===== config.mk =====
export PLATFORM = sky130hd
export DESIGN_NAME = debounce_edge_detect
export DESIGN_NICKNAME = d
export VERILOG_FILES = /design/src/rtl/debounce_edge_detect.sv
export SDC_FILE = /design/constraint.sdc
export NUM_CORES = 1
export LEC_CHECK = 0
export CORE_MARGIN = 2
export CORE_UTILIZATION = 48
export DETAILED_ROUTE_END_ITERATION = 10
export GPL_TIMING_DRIVEN = 0
export PLACE_DENSITY_LB_ADDON = 0.08
export SKIP_LAST_GASP = 1
export SYNTH_ARGS = -nofsm -noshare
export SYNTH_HDL_FRONTEND = slang
export SYNTH_SLANG_ARGS = --single-unit

===== constraint.sdc =====
create_clock -name clk -period 2.16 [get_ports clk]
set_input_delay 0.216 -clock clk [delete_from_list [all_inputs] [get_ports clk]]
set_output_delay 0.216 -clock clk [all_outputs]
set_load 0.05 [all_outputs]

===== src/rtl/debounce_edge_detect.sv =====
`default_nettype none
// ============================================================================
//  Module      : debounce_edge_detect
//  Description : Conditions a raw asynchronous 1-bit input. A multi-flop
//                synchronizer feeds a four-state debounce FSM. The FSM drives
//                a registered level plus one-cycle rise/fall pulses. A
//                saturating counter tracks accepted rising edges.
//  Revision    : 1.0 - initial release
// ============================================================================
module debounce_edge_detect #(
    parameter int SYNC_STAGES   = 2,
    parameter int STABLE_CYCLES = 4,
    parameter int CNT_W         = 8
) (
    input  logic             clk,
    input  logic             reset,
    input  logic             d_in,
    input  logic             clr_cnt,
    output logic             level,
    output logic             rise,
    output logic             fall,
    output logic [CNT_W-1:0] edge_cnt,
    output logic             cnt_sat
);

    // Debounce counter only needs to reach STABLE_CYCLES-1.
    localparam int DB_W = (STABLE_CYCLES > 2) ? $clog2(STABLE_CYCLES) : 1;

    localparam logic [DB_W-1:0]  c_db_last = DB_W'(STABLE_CYCLES - 1);
    localparam logic [DB_W-1:0]  c_db_one  = DB_W'(1);
    localparam logic [CNT_W-1:0] c_cnt_max = {CNT_W{1'b1}};

    localparam logic [1:0] c_st_low       = 2'd0;
    localparam logic [1:0] c_st_wait_high = 2'd1;
    localparam logic [1:0] c_st_high      = 2'd2;
    localparam logic [1:0] c_st_wait_low  = 2'd3;

    logic [SYNC_STAGES-1:0] r_sync;
    logic [1:0]             r_state;
    logic [DB_W-1:0]        r_db;
    logic                   r_level;
    logic                   r_rise;
    logic                   r_fall;
    logic [CNT_W-1:0]       r_edge_cnt;
    logic                   w_d_sync;
    logic                   w_rise_set;

    assign w_d_sync = r_sync[SYNC_STAGES-1];

    // The edge at which the FSM accepts a rise; the counter sees it on the same edge.
    assign w_rise_set = (r_state == c_st_wait_high) && w_d_sync && (r_db == c_db_last);

    // Synchronizer chain: bring d_in into the clk domain.
    always_ff @(posedge clk or posedge reset) begin
        if (reset) begin
            r_sync <= '0;
        end else begin
            r_sync <= {r_sync[SYNC_STAGES-2:0], d_in};
        end
    end

    // Debounce FSM with registered level and single-cycle edge pulses.
    always_ff @(posedge clk or posedge reset) begin
        if (reset) begin
            r_state <= c_st_low;
            r_db    <= '0;
            r_level <= 1'b0;
            r_rise  <= 1'b0;
            r_fall  <= 1'b0;
        end else begin
            r_rise <= 1'b0;
            r_fall <= 1'b0;
            case (r_state)
                c_st_low: begin
                    if (w_d_sync) begin
                        r_state <= c_st_wait_high;
                        r_db    <= c_db_one;
                    end
                end
                c_st_wait_high: begin
                    if (!w_d_sync) begin
                        r_state <= c_st_low;
                        r_db    <= '0;
                    end else if (r_db == c_db_last) begin
                        r_state <= c_st_high;
                        r_level <= 1'b1;
                        r_rise  <= 1'b1;
                    end else begin
                        r_db <= r_db + c_db_one;
                    end
                end
                c_st_high: begin
                    if (!w_d_sync) begin
                        r_state <= c_st_wait_low;
                        r_db    <= c_db_one;
                    end
                end
                c_st_wait_low: begin
                    if (w_d_sync) begin
                        r_state <= c_st_high;
                        r_db    <= '0;
                    end else if (r_db == c_db_last) begin
                        r_state <= c_st_low;
                        r_level <= 1'b0;
                        r_fall  <= 1'b1;
                    end else begin
                        r_db <= r_db + c_db_one;
                    end
                end
                default: begin
                    r_state <= c_st_low;
                    r_db    <= '0;
                    r_level <= 1'b0;
                end
            endcase
        end
    end

    // Saturating rise counter; a clear beats a simultaneous rise.
    always_ff @(posedge clk or posedge reset) begin
        if (reset) begin
            r_edge_cnt <= '0;
        end else if (clr_cnt) begin
            r_edge_cnt <= '0;
        end else if (w_rise_set && (r_edge_cnt != c_cnt_max)) begin
            r_edge_cnt <= r_edge_cnt + CNT_W'(1);
        end
    end

    assign level    = r_level;
    assign rise     = r_rise;
    assign fall     = r_fall;
    assign edge_cnt = r_edge_cnt;
    assign cnt_sat  = (r_edge_cnt == c_cnt_max);

endmodule
`default_nettype wire


After elaboration in Yosys (flattened, before gate mapping)
Cells that the tools add are included.
Widths: inputs -> output; s select.
- order comparisons: 0
- divide/modulo/power cells: 0
- bitwise gates (word level): 0
- reductions and logical operators: 9
- shift operators: 0
- $add $sub $neg: 2
- equality and inequality tests: 14
- muxes and demuxes: 24
- multipliers: 0
- operator list (cell ; count):
    $mux 2 ; 10
    $mux 8 ; 2
    $pmux 2 s4 ; 2
    $ne 2x2->1 const B ; 5
    $mux 1 ; 9
    $add 8x1->8 const B ; 1
    $eq 8x8->1 const B ; 1
    $ne 8x8->1 const B ; 1
    $eq 2x2->1 const B ; 3
    $reduce_and 5->1 ; 1
    $reduce_and 4->1 ; 1
    $reduce_bool 2->1 ; 2
    $logic_and 1x1->1 ; 3
    $ne 3x2->1 const B ; 1
    $ne 3x3->1 const B ; 1
    $add 2x1->2 const B ; 1
    $eq 2x1->1 const B ; 1
    $logic_not 2->1 ; 1
    $ne 2x1->1 const B ; 1
    $pmux 1 s2 ; 1
    $reduce_and 2->1 ; 1
- memories kept: 0
- output and inout port bits: 12
- bits in latches: 0
- register bits after elaboration: 17
- ROM bits: 0
- memory bits (writable): 0

Depth between registers and ports, before layout
- depth in word-level cells: 6
- depth in mapped cells: 5
- depth with buffers taken out: 5

Worst setup path before layout
Ideal clock, no wire load.
- path type: register to output
- start point: register r_edge_cnt[0], in the netlist edge_cnt[0]
- end point: output cnt_sat
- stages on the path, launching flop included: 4
- arrival: 1.826 ns
- path slack: 0.118 ns
- cells stage by stage: dfrtp_1 ha_1 nand3_1 nor2_1
- longest elaborated chain between the ends: 1
- ends and longest elaborated chain (item ; line ; RTL):
    start: declaration ; 44 ; logic [CNT_W-1:0] r_edge_cnt;
    start signal: assignment ; 126 ; r_edge_cnt <= r_edge_cnt + CNT_W'(1);
    $eq 8x8->1 ; 134 ; assign cnt_sat = (r_edge_cnt == c_cnt_max);
    end: declaration ; 23 ; output logic cnt_sat
No other way between the ends.

Final worst setup path
- start point: register r_edge_cnt[1], in the netlist edge_cnt[1]
- end point: output cnt_sat
Same word-level chain as after synthesis.

==> impl_table.tex <==
\begin{tabular}{lr}
\hline
Metric & Value \\
\hline
\multicolumn{2}{l}{\textbf{Timing}} \\
\quad Worst-case headroom to the max-slew limit & 58.6\% \\
\quad Hold Vio Cnt, Final & 0 \\
\quad Fin Setup TNS & 0 ns \\
\quad Fraction of the cycle the final worst path needs & 93.7\% \\
\quad Minimum clock period & 2.02 ns \\
\quad Largest clock skew in the final design & 0.000745 ns \\
\quad Actual slew at the worst max-slew pin & 0.621 ns \\
\quad Unrepaired setup endpoints after global routing & false \\
\quad F\_max & 494 MHz \\
\quad Max Slew Vio Count & 0 \\
\quad Finish-stage setup viols & 0 \\
\multicolumn{2}{l}{\textbf{Critical path}} \\
\quad CP Class & reg -> out \\
\quad Standard cell with the maximum stage delay on the critical path & dlygate4sd2\_1 \\
\quad Kind of start point of the critical path & flop \\
\quad Required time of the critical path & 1.94 ns \\
\quad Worst path buffer plus inverter count & 1 \\
\quad Critical Path AT & 1.81 ns \\
\quad Crit-path max cell delay & 0.53 ns \\
\quad Cell breakdown of the critical path & ha\_1 > nand3\_1 > nor2\_1 > dlygate4sd2\_1 \\
\quad Kind of cell with the highest combined delay on the critical path & buffers and inverters \\
\quad Critical Path End Type & primary output \\
\quad Crit path from & edge\_cnt[1] \\
\quad Top fanout value on the critical path & 5 \\
\quad Setup slack of the worst register-to-register path & 0.38 ns \\
\quad Startpoint of the lowest-slack register-to-register path & edge\_cnt[0] \\
\multicolumn{2}{l}{\textbf{Layout}} \\
\quad Count of filler cells inserted in the layout & 135 \\
\quad Commonest non-fill, non-tap cells in the layout & 17 x dfrtp\_1, 13 x clkdlybuf4s50\_1, 8 x nor2\_1 \\
\quad Layout Cell Area excl Fill & 958 um\^{}2 \\
\quad Synth-to-Final Area Change & 23.9\% \\
\quad Antenna diode count & 0 \\
\quad Commonest non-fill, non-tap cell in the layout & dfrtp\_1 \\
\quad Ratio of cells with drive above 1 in the final layout & 5.49\% \\
\quad Total number of nets in the final design & 97 \\
\quad Final cell count without fillers & 107 \\
\multicolumn{2}{l}{\textbf{Power}} \\
\quad Share of power burned in the clock network & 22.6\% \\
\quad Static leakage power & 0.408 nW \\
\quad Reg power frac & 55.3\% \\
\quad Sw Share & 31.7\% \\
\quad Combinational share of power & 22.1\% \\
\quad Maximum vdd ir drop & 0.000662 V \\
\quad Internal power of the cells & 0.000499 W \\
\quad Total net switching power & 0.000232 W \\
\quad Pwr/cell area & 763 nW/um\^{}2 \\
\multicolumn{2}{l}{\textbf{Global routing}} \\
\quad Total grt overflow & 0 \\
\quad Combined global-route utilization of all metal layers & 17.0\% \\
\quad Wire length of the first global-routing pass & 2.37 mm \\
\quad Largest net degree at the start of global routing & 18 \\
\quad Number of global-route vias before repair & 545 \\
\quad Number of antenna violations at the first check in global routing & 0 \\
\multicolumn{2}{l}{\textbf{Clock network}} \\
\quad CTS-repair resized insts & 1 \\
\quad Clock Pin Slew Worst Setup and Hold Paths & 0.09 ns \\
\quad Worst skew pair latency & 0.28 ns \\
\quad Total number of H-tree levels & 1 \\
\quad Post CTS Setup Buffer Count & 0 \\
\quad Clock Root Buffer & clkbuf\_4 \\
\quad Num Clock Sinks & 17 \\
\quad Number of buffers on the longest clock path & 2 \\
\quad TritonCTS Buffers & 3 \\
\quad CTS Hold Buffers Added & 0 \\
\quad Clock tree from TritonCTS & yes \\
\multicolumn{2}{l}{\textbf{Routing}} \\
\quad Routed wire length & 1.40 mm \\
\quad Avg Vias per Cell & 5.70 \\
\quad Met3 wire length & 51 um \\
\quad First-iteration detailed-routing DRC count & 5 \\
\quad First drt pass iteration count & 4 \\
\quad Met2 wire length & 687 um \\
\quad Vias & 610 \\
\quad Routed wire length per instance & 13.1 um \\
\quad Number of remaining DRC errors & 0 \\
\quad Detail Route Antenna Nets & 0 \\
\quad Topmost layer with routed signal wires & met4 \\
\quad Met1 routed wirelength after detailed routing & 635 um \\
\multicolumn{2}{l}{\textbf{Worst hold path}} \\
\quad Worst min path class & in -> reg \\
\quad Hold Startpoint & clr\_cnt \\
\multicolumn{2}{l}{\textbf{Logic synthesis}} \\
\quad Synthesized netlist net count & 78 \\
\quad Proportion of synthesized chip area in sequential cells & 55.0\% \\
\quad Seq cells post-synth & 17 \\
\quad Most area-hungry cell type in the Yosys netlist & dfrtp\_1 \\
\quad Combined area of all synthesized cells & 773 um\^{}2 \\
\quad Share of flip-flops with an asynchronous set or reset & 100\% \\
\quad Ranking of synthesized cells by area & dfrtp\_1 55\%, nor2\_1 3.9\%, o2111ai\_4 3.4\% \\
\quad Most used flip-flop cell after synthesis & dfrtp\_1 \\
\quad Post-synth cell types & 29 \\
\quad Proportion of netlist area held by the largest area contributor & 55.0\% \\
\quad Average size of a mapped cell & 10.6 um\^{}2 \\
\quad Post-synth EDFFs & 0 \\
\quad Count of yosys warnings during synthesis & 0 \\
\quad Synthesized instance count & 73 \\
\multicolumn{2}{l}{\textbf{Placed design}} \\
\quad Placement-stage cell area & 933 um\^{}2 \\
\quad Gp weighted congestion & 0.702 \\
\quad Number of I/O port buffers & 14 \\
\quad Placed wire-length estimate & 1.03 mm \\
\quad Total placed cells including tap cells & 103 \\
\multicolumn{2}{l}{\textbf{Floorplan}} \\
\quad Die area & 1950 um\^{}2 \\
\quad Total I/O pin count & 16 \\
\quad DIE WIDTH & 44.1 um \\
\quad FP Rows & 14 \\
\quad Area of the placeable core & 1510 um\^{}2 \\
\quad Initial core utilization & 51.3\% \\
\quad Chip Height & 44.1 um \\
\multicolumn{2}{l}{\textbf{Outcome}} \\
\quad Run status & finished, final reports clean \\
\multicolumn{2}{l}{\textbf{Job}} \\
\quad Max\_cap viols & 0 \\
\hline
\end{tabular}
## synthesized netlist by cell type (2+ instances only)
cell / count
nor3_1: 3
a21oi_1: 3
o21ai_0: 4
nand2_1: 3
nand3_1: 4
dfrtp_1: 17
nor2_1: 8
xnor2_1: 2
mux2i_1: 2
nand4_1: 2
inv_1: 6
o22ai_1: 2
## power groups by stage
| stage | Combinational (W) | Sequential (W) | Clock (W) |
|---|---|---|---|
| after floorplan | 0.000115 | 0.000418 | 0 |
| after global placement | 0.000160 | 0.000408 | 0 |
| after detailed placement | 0.000163 | 0.000411 | 0 |
| after CTS | 0.000164 | 0.000405 | 0.000172 |
| after global routing | 0.000182 | 0.000412 | 0.000181 |
| final | 0.000161 | 0.000405 | 0.000166 |
## path summary, 6_finish.rpt
kind | end | cells after the start
min | edge_cnt[0] | 2
max | cnt_sat | 4
max reg2reg | edge_cnt[5] | 5
min in group asynchronous | r_db[0] | 2
min reg2reg | r_sync[1] | 0
max in group asynchronous | edge_cnt[3] | 2
## layer usage
layer / vias up / GRT usage (%)
li1: 299 / -
met1: 292 / 21.8
met2: 15 / 26.8
met3: 4 / 2.86
met4: 0 / 10.9
met5: - / 0
## state kept, by name, summed over array words and instances (netlist names), named ones only
| signal | count |
|---|---|
| rise | 1 |
| r_db | 2 |
| r_state | 1 |
| level | 1 |
| fall | 1 |
| r_sync | 2 |
| edge_cnt | 8 |
## worst register-to-register path, delay by kind of cell, from the launching register on
kind	cells	cell delay (ns)
AND/OR/NAND/NOR	2	0.70
adder cells (fa/ha/maj)	1	0.25
flip-flops	1	0.44
AO/OA/AOI/OAI	2	0.32
## cell type report
| class | count | area, um^2 | share of cell area [%] |
|---|---|---|---|
| inverters | 6 | 22.5 | 2.35 |
| flip-flops and latches | 17 | 425 | 44.4 |
| multi-input cells | 49 | 322 | 33.6 |
| repair buffers | 14 | 139 | 14.5 |
| clock buffers | 4 | 26.3 | 2.74 |
| plain buffers | 1 | 3.75 | 0.392 |
| well taps | 16 | 20.0 | 2.09 |
## stage by stage
stage | total power, W | hold slack [ns] | utilization [%] | worst slack (ns)
after CTS | 0.000740 | 0.278 | 63.6 | 0.114
final | 0.000732 | 0.284 | 63.6 | 0.136
after detailed placement | 0.000574 | 0.335 | 62.0 | 0.155
after global routing | 0.000775 | 0.309 | 63.6 | 0.00544
after global placement | 0.000568 | 0.335 | 62.0 | 0.171
after floorplan | 0.000533 | 0.142 | - | 0.118
## logic make-up (layout without fill, tap and decap cells)
family | count (synthesis) | after routing | share of synthesized area (%)
xor+xnor | 3 | 3 | 3.40
flops | 17 | 17 | 55.0
mux | 2 | 2 | 2.59
compound gates | 15 | 15 | 14.4
buf+inv | 7 | 25 | 3.40
simple gates | 28 | 28 | 19.6
fa+ha+maj | 1 | 1 | 1.62
No activity file was read; power rests on OpenSTA's default activity.
